[src/rtl/mt_thread_sched.sv]
// Per-cycle round-robin thread scheduler for the barrel fetch stage.
// Define MT_SCHED_FIXED_BARREL_EN for fixed barrel slots (non-RUN threads become bubbles).
module mt_thread_sched #(
    parameter int unsigned NUM_THREADS  = 8,
    parameter int unsigned BITS_THREADS = $clog2(NUM_THREADS),
    parameter logic [NUM_THREADS-1:0] RESET_MASK = NUM_THREADS'(1)
) (
    input  logic                    clk,
    input  logic                    rst,
    input  logic                    spawn_en,
    input  logic [BITS_THREADS-1:0] spawn_tid,
    input  logic                    halt_en,
    input  logic [BITS_THREADS-1:0] halt_tid,
    input  logic                    wait_set,
    input  logic [BITS_THREADS-1:0] wait_set_tid,
    input  logic                    wait_clr,
    input  logic [BITS_THREADS-1:0] wait_clr_tid,
    output logic [BITS_THREADS-1:0] tid,
    output logic                    tid_valid,
    output logic [NUM_THREADS-1:0]  run_mask,
    output logic                    all_idle
);

    typedef enum logic [1:0] {
        T_IDLE = 2'd0,
        T_RUN  = 2'd1,
        T_WAIT = 2'd2
    } thr_state_e;

    thr_state_e              state_q [NUM_THREADS];
    thr_state_e              state_d [NUM_THREADS];
    logic [NUM_THREADS-1:0]  elig;
    logic [NUM_THREADS-1:0]  idle_bits;
    logic [BITS_THREADS-1:0] last_tid;

    // State register
    always_ff @(posedge clk) begin
        if (rst) begin
            for (int unsigned i = 0; i < NUM_THREADS; i++)
                state_q[i] <= RESET_MASK[i] ? T_RUN : T_IDLE;
        end else begin
            for (int unsigned i = 0; i < NUM_THREADS; i++)
                state_q[i] <= state_d[i];
        end
    end

    // Next-state: halt beats spawn beats wait_set beats wait_clr
    always_comb begin
        for (int unsigned i = 0; i < NUM_THREADS; i++) begin
            state_d[i] = state_q[i];
            if (halt_en && halt_tid == BITS_THREADS'(i))
                state_d[i] = T_IDLE;
            else if (spawn_en && spawn_tid == BITS_THREADS'(i) && state_q[i] == T_IDLE)
                state_d[i] = T_RUN;
            else if (wait_set && wait_set_tid == BITS_THREADS'(i) && state_q[i] == T_RUN)
                state_d[i] = T_WAIT;
            else if (wait_clr && wait_clr_tid == BITS_THREADS'(i) && state_q[i] == T_WAIT)
                state_d[i] = T_RUN;
        end
    end

    // Outputs decoded from state
    always_comb begin
        elig      = '0;
        run_mask  = '0;
        idle_bits = '0;
        for (int unsigned i = 0; i < NUM_THREADS; i++) begin
            elig[i]      = (state_d[i] == T_RUN);
            run_mask[i]  = (state_q[i] == T_RUN);
            idle_bits[i] = (state_q[i] == T_IDLE);
        end
        all_idle = &idle_bits;
    end

`ifdef MT_SCHED_FIXED_BARREL_EN
    logic [BITS_THREADS-1:0] slot;

    always_comb begin
        slot = last_tid + BITS_THREADS'(1);
    end

    always_ff @(posedge clk) begin
        if (rst) begin
            last_tid  <= BITS_THREADS'(NUM_THREADS - 1);
            tid       <= '0;
            tid_valid <= 1'b0;
        end else begin
            last_tid  <= slot;
            tid       <= slot;
            tid_valid <= elig[slot];
        end
    end
`else
    logic                    pick_found;
    logic [BITS_THREADS-1:0] pick_tid;
    logic [BITS_THREADS-1:0] cand;

    // Offset NUM_THREADS wraps back to last_tid, so it is searched last
    always_comb begin
        pick_found = 1'b0;
        pick_tid   = last_tid;
        cand       = last_tid;
        for (int unsigned k = 1; k <= NUM_THREADS; k++) begin
            cand = last_tid + BITS_THREADS'(k);
            if (!pick_found && elig[cand]) begin
                pick_found = 1'b1;
                pick_tid   = cand;
            end
        end
    end

    always_ff @(posedge clk) begin
        if (rst) begin
            last_tid  <= BITS_THREADS'(NUM_THREADS - 1);
            tid       <= '0;
            tid_valid <= 1'b0;
        end else if (pick_found) begin
            last_tid  <= pick_tid;
            tid       <= pick_tid;
            tid_valid <= 1'b1;
        end else begin
            tid_valid <= 1'b0;
        end
    end
`endif

endmodule

[config.mk]
export PLATFORM = sky130hd
export DESIGN_NAME = mt_thread_sched
export DESIGN_NICKNAME = d
export VERILOG_FILES = /design/src/rtl/mt_thread_sched.sv
export SDC_FILE = /design/constraint.sdc
export NUM_CORES = 1
export LEC_CHECK = 0
export CORE_MARGIN = 4
export CORE_UTILIZATION = 57
export CTS_CLUSTER_DIAMETER = 120
export DETAILED_ROUTE_END_ITERATION = 8
export GPL_TIMING_DRIVEN = 0
export HOLD_SLACK_MARGIN = 0.1
export PLACE_DENSITY_LB_ADDON = 0.1
export SYNTH_ARGS = -nofsm -noshare
export SYNTH_HDL_FRONTEND = slang
export SYNTH_SLANG_ARGS = --single-unit
[constraint.sdc]
create_clock -name clk -period 3.8 [get_ports clk]
set_input_delay 0.76 -clock clk [delete_from_list [all_inputs] [get_ports clk]]
set_output_delay 0.76 -clock clk [all_outputs]
set_load 0.005 [all_outputs]
* Yosys cells after proc, flatten, opt, wreduce, memory -nomap -nowiden
Memories as Yosys holds them, arrays and structs flattened. Cells that the tools add are included.
Cells by class: add/sub/neg operators 7, magnitude comparators 8, equality and inequality tests 52, mux-type cells 76, bitwise gates (word level) 8, reductions and logical operators 83
Operators by type and width (number):
- $mux W2 | 40
- $logic_and A1 B1 Y1 | 63
- $eq A3 B3 Y1 const B | 16
- $eq A2 B1 Y1 const B | 16
- $lt A3 B4 Y1 const B | 8
- $bmux W1 S3 | 8
- $eq A3 B2 Y1 const B | 8
- $mux W3 | 8
- $mux W1 | 20
- $eq A2 B2 Y1 const B | 8
- $logic_not A2 Y1 | 8
- $add A3 B3 Y3 const B | 4
- $eq A3 B1 Y1 const B | 4
- $logic_not A3 Y1 | 4
- $or A1 B1 Y1 | 8
- $reduce_and A8 Y1 | 1
- $logic_not A1 Y1 | 7
- $add A3 B2 Y3 const B | 2
- $add A3 B1 Y3 const B | 1
Word-level totals: flip-flop bits (word level) 7, RAM bits 16, input port bits 18, output and inout port bits 13, logic and storage cells 238, memories 1
Memory list:
- state_q | depth 8, width 2, read ports 8, clocked after Yosys merged registers in 0, write ports 8, RTL line 30 | thr_state_e state_q [NUM_THREADS];

* Depth between registers and ports, before layout
depth in word-level cells 33, gate-level depth with buffers 14

* Worst setup path after synthesis
Ideal clock, no wire load.
path kind reg-to-reg, start reg last_tid[0], end reg last_tid[0], setup time 0.124 ns, arrival time 3.333 ns, required time 3.676 ns, slack 0.343 ns, cell stages (with the launch flop) 15, buffers on the path 5, clock period less this slack 3.457 ns, cells stage by stage dfxtp_1 > clkbuf_1 > inv_1 > buf_2 > buf_1 > ha_1 > buf_2 > clkbuf_1 > nor3_1 > a211oi_1 > o311ai_0 > or3_4 > nor4_1 > o21a_1 > o21ai_0
Between the ends: cells in the longest elaborated chain, start to end 25, elaborated cells between the ends (all ways) 53, classes of those cells add/sub (7); mux (32); reduce/logical (14)
Ends and longest elaborated chain:
- start: declaration | RTL line 34 | logic [BITS_THREADS-1:0] last_tid;
- start signal: assignment | RTL line 114 | last_tid <= BITS_THREADS'(NUM_THREADS - 1);
- start signal: assignment | RTL line 118 | last_tid <= pick_tid;
- $add A3 B1 Y3 | RTL line 104 | cand = last_tid + BITS_THREADS'(k);
- $bmux W1 S3 | RTL line 105 | if (!pick_found && elig[cand]) begin
- $mux W1 (implied by the code) | RTL line 105
- $mux W1 | RTL line 105
- $logic_not A1 Y1 | RTL line 105
- $logic_and A1 B1 Y1 | RTL line 105
- $mux W1 | RTL line 105
- $logic_not A1 Y1 | RTL line 105
- [... 9 more ...]
- $logic_and A1 B1 Y1 | RTL line 105
- $mux W1 | RTL line 105
- $logic_not A1 Y1 | RTL line 105
- $logic_and A1 B1 Y1 | RTL line 105
- $mux W1 | RTL line 105
- $logic_not A1 Y1 | RTL line 105
- $logic_and A1 B1 Y1 | RTL line 105
- $mux W3 / $mux W1 (equally long branches) | RTL line 105
Several ways; a longest one is shown, not always the timed one. The select of a mux whose other input is x is not followed. A chain may end at the register's enable or synchronous reset.

* Worst setup path after layout
start in spawn_tid[1], end reg last_tid[1]
Between the ends: cells in the longest elaborated chain, start to end 30, elaborated cells between the ends (all ways) 94, classes of those cells eq/ne (15); mux (48); reduce/logical (31)
Ends and longest elaborated chain:
- start: declaration | RTL line 11 | input logic [BITS_THREADS-1:0] spawn_tid,
- $eq A3 B1 Y1 (tied with other cells) | RTL line 53 | else if (spawn_en && spawn_tid == BITS_THREADS'(i) && state_q[i] == T_IDLE)
- $logic_and A1 B1 Y1 (2 in a row) | RTL line 53
- $mux W2 | RTL line 53
- $mux W2 | RTL line 51 | if (halt_en && halt_tid == BITS_THREADS'(i))
- $eq A2 B1 Y1 | RTL line 68 | elig[i] = (state_d[i] == T_RUN);
- $bmux W1 S3 | RTL line 105
- $mux W1 (implied by the code) | RTL line 105
- $mux W1 | RTL line 105
- [... 13 more ...]
- $logic_and A1 B1 Y1 | RTL line 105
- $mux W1 | RTL line 105
- $logic_not A1 Y1 | RTL line 105
- $logic_and A1 B1 Y1 | RTL line 105
- $mux W1 | RTL line 105
- $logic_not A1 Y1 | RTL line 105
- $logic_and A1 B1 Y1 | RTL line 105
- $mux W3 / $mux W1 (equally long branches) | RTL line 105
Several ways; a longest one is shown, not always the timed one. The select of a mux whose other input is x is not followed.

==> impl_metrics.json <==
{
  "finalClockSkew_ns": 0.00598,
  "syn-num-nets": 351,
  "vias": 3083,
  "drt_iter0_drc": 385,
  "yosys.area_share.simple": 0.357,
  "htree_levels": 1,
  "area_delta_synth_final_pct": 27.5,
  "nets": 396,
  "fin_tns_setup_ns": 0,
  "grt_usage": 0.274,
  "cp.arrival_ns": 3.93,
  "gp_congestion": 0.982,
  "io_pins": 31,
  "critPathSlowestCell": "or4b_4",
  "crit_fanout": 7,
  "slew_headroom": 0.382,
  "die_h_um": 76.1,
  "start_util": 0.599,
  "ys.flop_type": "dfxtp_1",
  "yosysWarnings": 0,
  "antenna_left": 0,
  "syn_inst": 331,
  "cts_sinks": 23,
  "dr.pass1.iters": 5,
  "outcome": "finished clean",
  "port_buffers": 29,
  "powerDensity_mw_per_mm2": 573,
  "crit_type": "primary input to register",
  "hold_viol": 0,
  "setup_viol": 0,
  "cp_top_family": "simple AND/OR/NAND/NOR gates",
  "critical_path_required_ns": 3.97,
  "yosysSeqAreaShare": 0.174,
  "grt_pass1_vias": 2648,
  "cts_max_path_buffers": 2,
  "coreArea_mm2": 0.00441,
  "hold_class": "register to register",
  "ys_ff_latch": 23,
  "cp-start-kind": "primary input",
  "leakage_nw": 1.25,
  "drive_gt1_frac": 0.221,
  "synthMuxAreaShare": 0.116,
  "clk_pin_slew_worst_paths_ns": 0.09,
  "antenna_found_initial": 0,
  "routedWlPerCell_um": 20.5,
  "drc": 0,
  "cts_tree": "built",
  "antennaDiodeCount": 0,
  "synth_top_family_by_area": "simple AND/OR/NAND/NOR gates",
  "synth_compound_area_frac": 0.301,
  "grt.overflow.total": 0,
  "root_buffer": "clkbuf_8",
  "critPathMaxStageDelay_ns": 0.59,
  "fill_cells": 322,
  "crit_chain": "clkdlybuf4s50_1 -> nor2_2 -> or4b_4 -> a21oi_4 -> a2111oi_0 -> or4b_4 -> or2_0 -> o2111ai_1 -> o311ai_1 -> a2111o_1",
  "yosysMostFrequentCell": "nor2_1",
  "maxSlewViolCount": 0,
  "netlist_top_cells_count": "30 x nor2_1, 26 x nand2_1, 23 x dfxtp_1, 16 x a21oi_1",
  "path_buf_inv": 1,
  "clock_latency_ns": 0.27,
  "synth-edff-count": 0,
  "async_flop_share": 0,
  "synth_xor_area_frac": 0.00331,
  "cts_inserted_buffers": 3,
  "cap_violations": 0,
  "synth_area_mm2": 0.00264,
  "die_w_um": 76.1,
  "tightest_slew_ns": 0.924,
  "min_period_ns": 3.76,
  "vias_per_cell": 7.22,
  "endpoint_kind": "register",
  "crit_top_cell": "or4b_4",
  "timing.fmax_mhz": 266,
  "ys_types": 77,
  "grt_pass1_wl_um": 13300,
  "die_area_mm2": 0.00579,
  "grt_max_degree": 14,
  "synthAdderAreaFrac": 0.00947,
  "ir_drop_v": 0.000621,
  "avgSynthCellArea_um2": 7.99,
  "synth_area_leaders": "dfxtp_1 17%, mux4_2 4.3%, nor2_1 4.3%",
  "dp_hpwl_um": 6310,
  "period_share": 0.990,
  "routed_wl_um": 8770,
  "hold_ws_ns": 0.507,
  "num_rows": 24,
  "synth_top_area_share": 0.174,
  "synth_top_area_cell": "dfxtp_1"
}
==> metal layers <==
metal  GRT usage  up-vias  part of all wire
met3      0.0591       31              0.10
met5           0        -                 0
li1            -     1410                 -
met2       0.431      186              0.46
met4      0.0350        0             0.018
met1       0.396     1456              0.42
==> repair_timing <==
item                                    CTS  global route
setup buffers                             1            10
gates resized for setup                  14            49
pin swaps                                 3             7
endpoints found under the setup margin    7             7
hold buffers                              0             0
==> report_power, final <==
part	internal, mW	switching, mW	total [mW]
logic	0.628	0.843	1.47
registers	0.279	0.0188	0.297
clock network	0.0735	0.0886	0.162
total	0.980	0.950	1.93
==> logic make-up (layout without fill, tap and decap cells) <==
group           Yosys count  in the layout
compound gates          106            106
simple gates            154            154
buf+inv                  26             70
flops                    23             23
fa+ha+maj                 2              2
xor+xnor                  1              1
mux                      19             19
==> layout by cell type (no fill, tap or decap), types with 8 or more instances in the layout <==
cell              n
a211oi_1          9
a21oi_1          12
buf_4            13
clkdlybuf4s50_1  20
dfxtp_1          23
inv_1            12
mux2i_1           9
nand2_1          26
nand4_1           8
nor2_1           29
nor2b_1           9
nor3_1           12
o21ai_0          11
==> registers in the layout, summed over array words and instances, names as in the netlist <==
register and cells:
tid_valid 1, tid 3, last_tid 3, state_q 16
==> cell type report <==
type	instances	area [µm²]	area share
clock buffer	3	41.3	0.0122
buffer	12	68.8	0.0204
inverter	14	56.3	0.0167
tap	52	65.1	0.0193
multi-input combinational	282	2290	0.678
sequential	23	460	0.137
timing repair buffer	40	388	0.115
clock inverter	1	5.00	0.00148
==> worst min-delay path, stage by stage, from the launching register on <==
cell     delay, ns
dfxtp_1       0.34
nand2_1       0.07
a21oi_1       0.06
==> path summary, 6_finish.rpt <==
path | startpoint | endpoint | slack [ns] | cells past startpoint
worst min register to register | state_q[1][5]$_SDFF_PP0_ | state_q[1][5]$_SDFF_PP0_ | 0.51 | 2
worst min-delay path | state_q[1][5]$_SDFF_PP0_ | state_q[1][5]$_SDFF_PP0_ | 0.51 | 2
worst max register to register | last_tid[0]$_SDFFE_PP1P_ | last_tid[2]$_SDFFE_PP1P_ | 0.07 | 15
worst max-delay path | spawn_tid[1] | last_tid[1]$_SDFFE_PP1P_ | 0.04 | 10
==> stage by stage <==
stage | std cells | power (mW) | util | setup slack (ns) | area, µm²
2_1_floorplan | 331 | 1.27 | - | 0.343 | 2640
3_3_place_gp | 412 | 1.57 | 0.679 | -0.540 | 3000
3_5_place_dp | 412 | 1.58 | 0.679 | -0.580 | 3000
4_1_cts | 417 | 1.77 | 0.702 | 0.0225 | 3100
5_1_grt | 427 | 2.04 | 0.764 | -0.0624 | 3370
6_report | 427 | 1.93 | 0.764 | 0.0361 | 3370
Note: power is estimated with default switching activity, not from simulation.
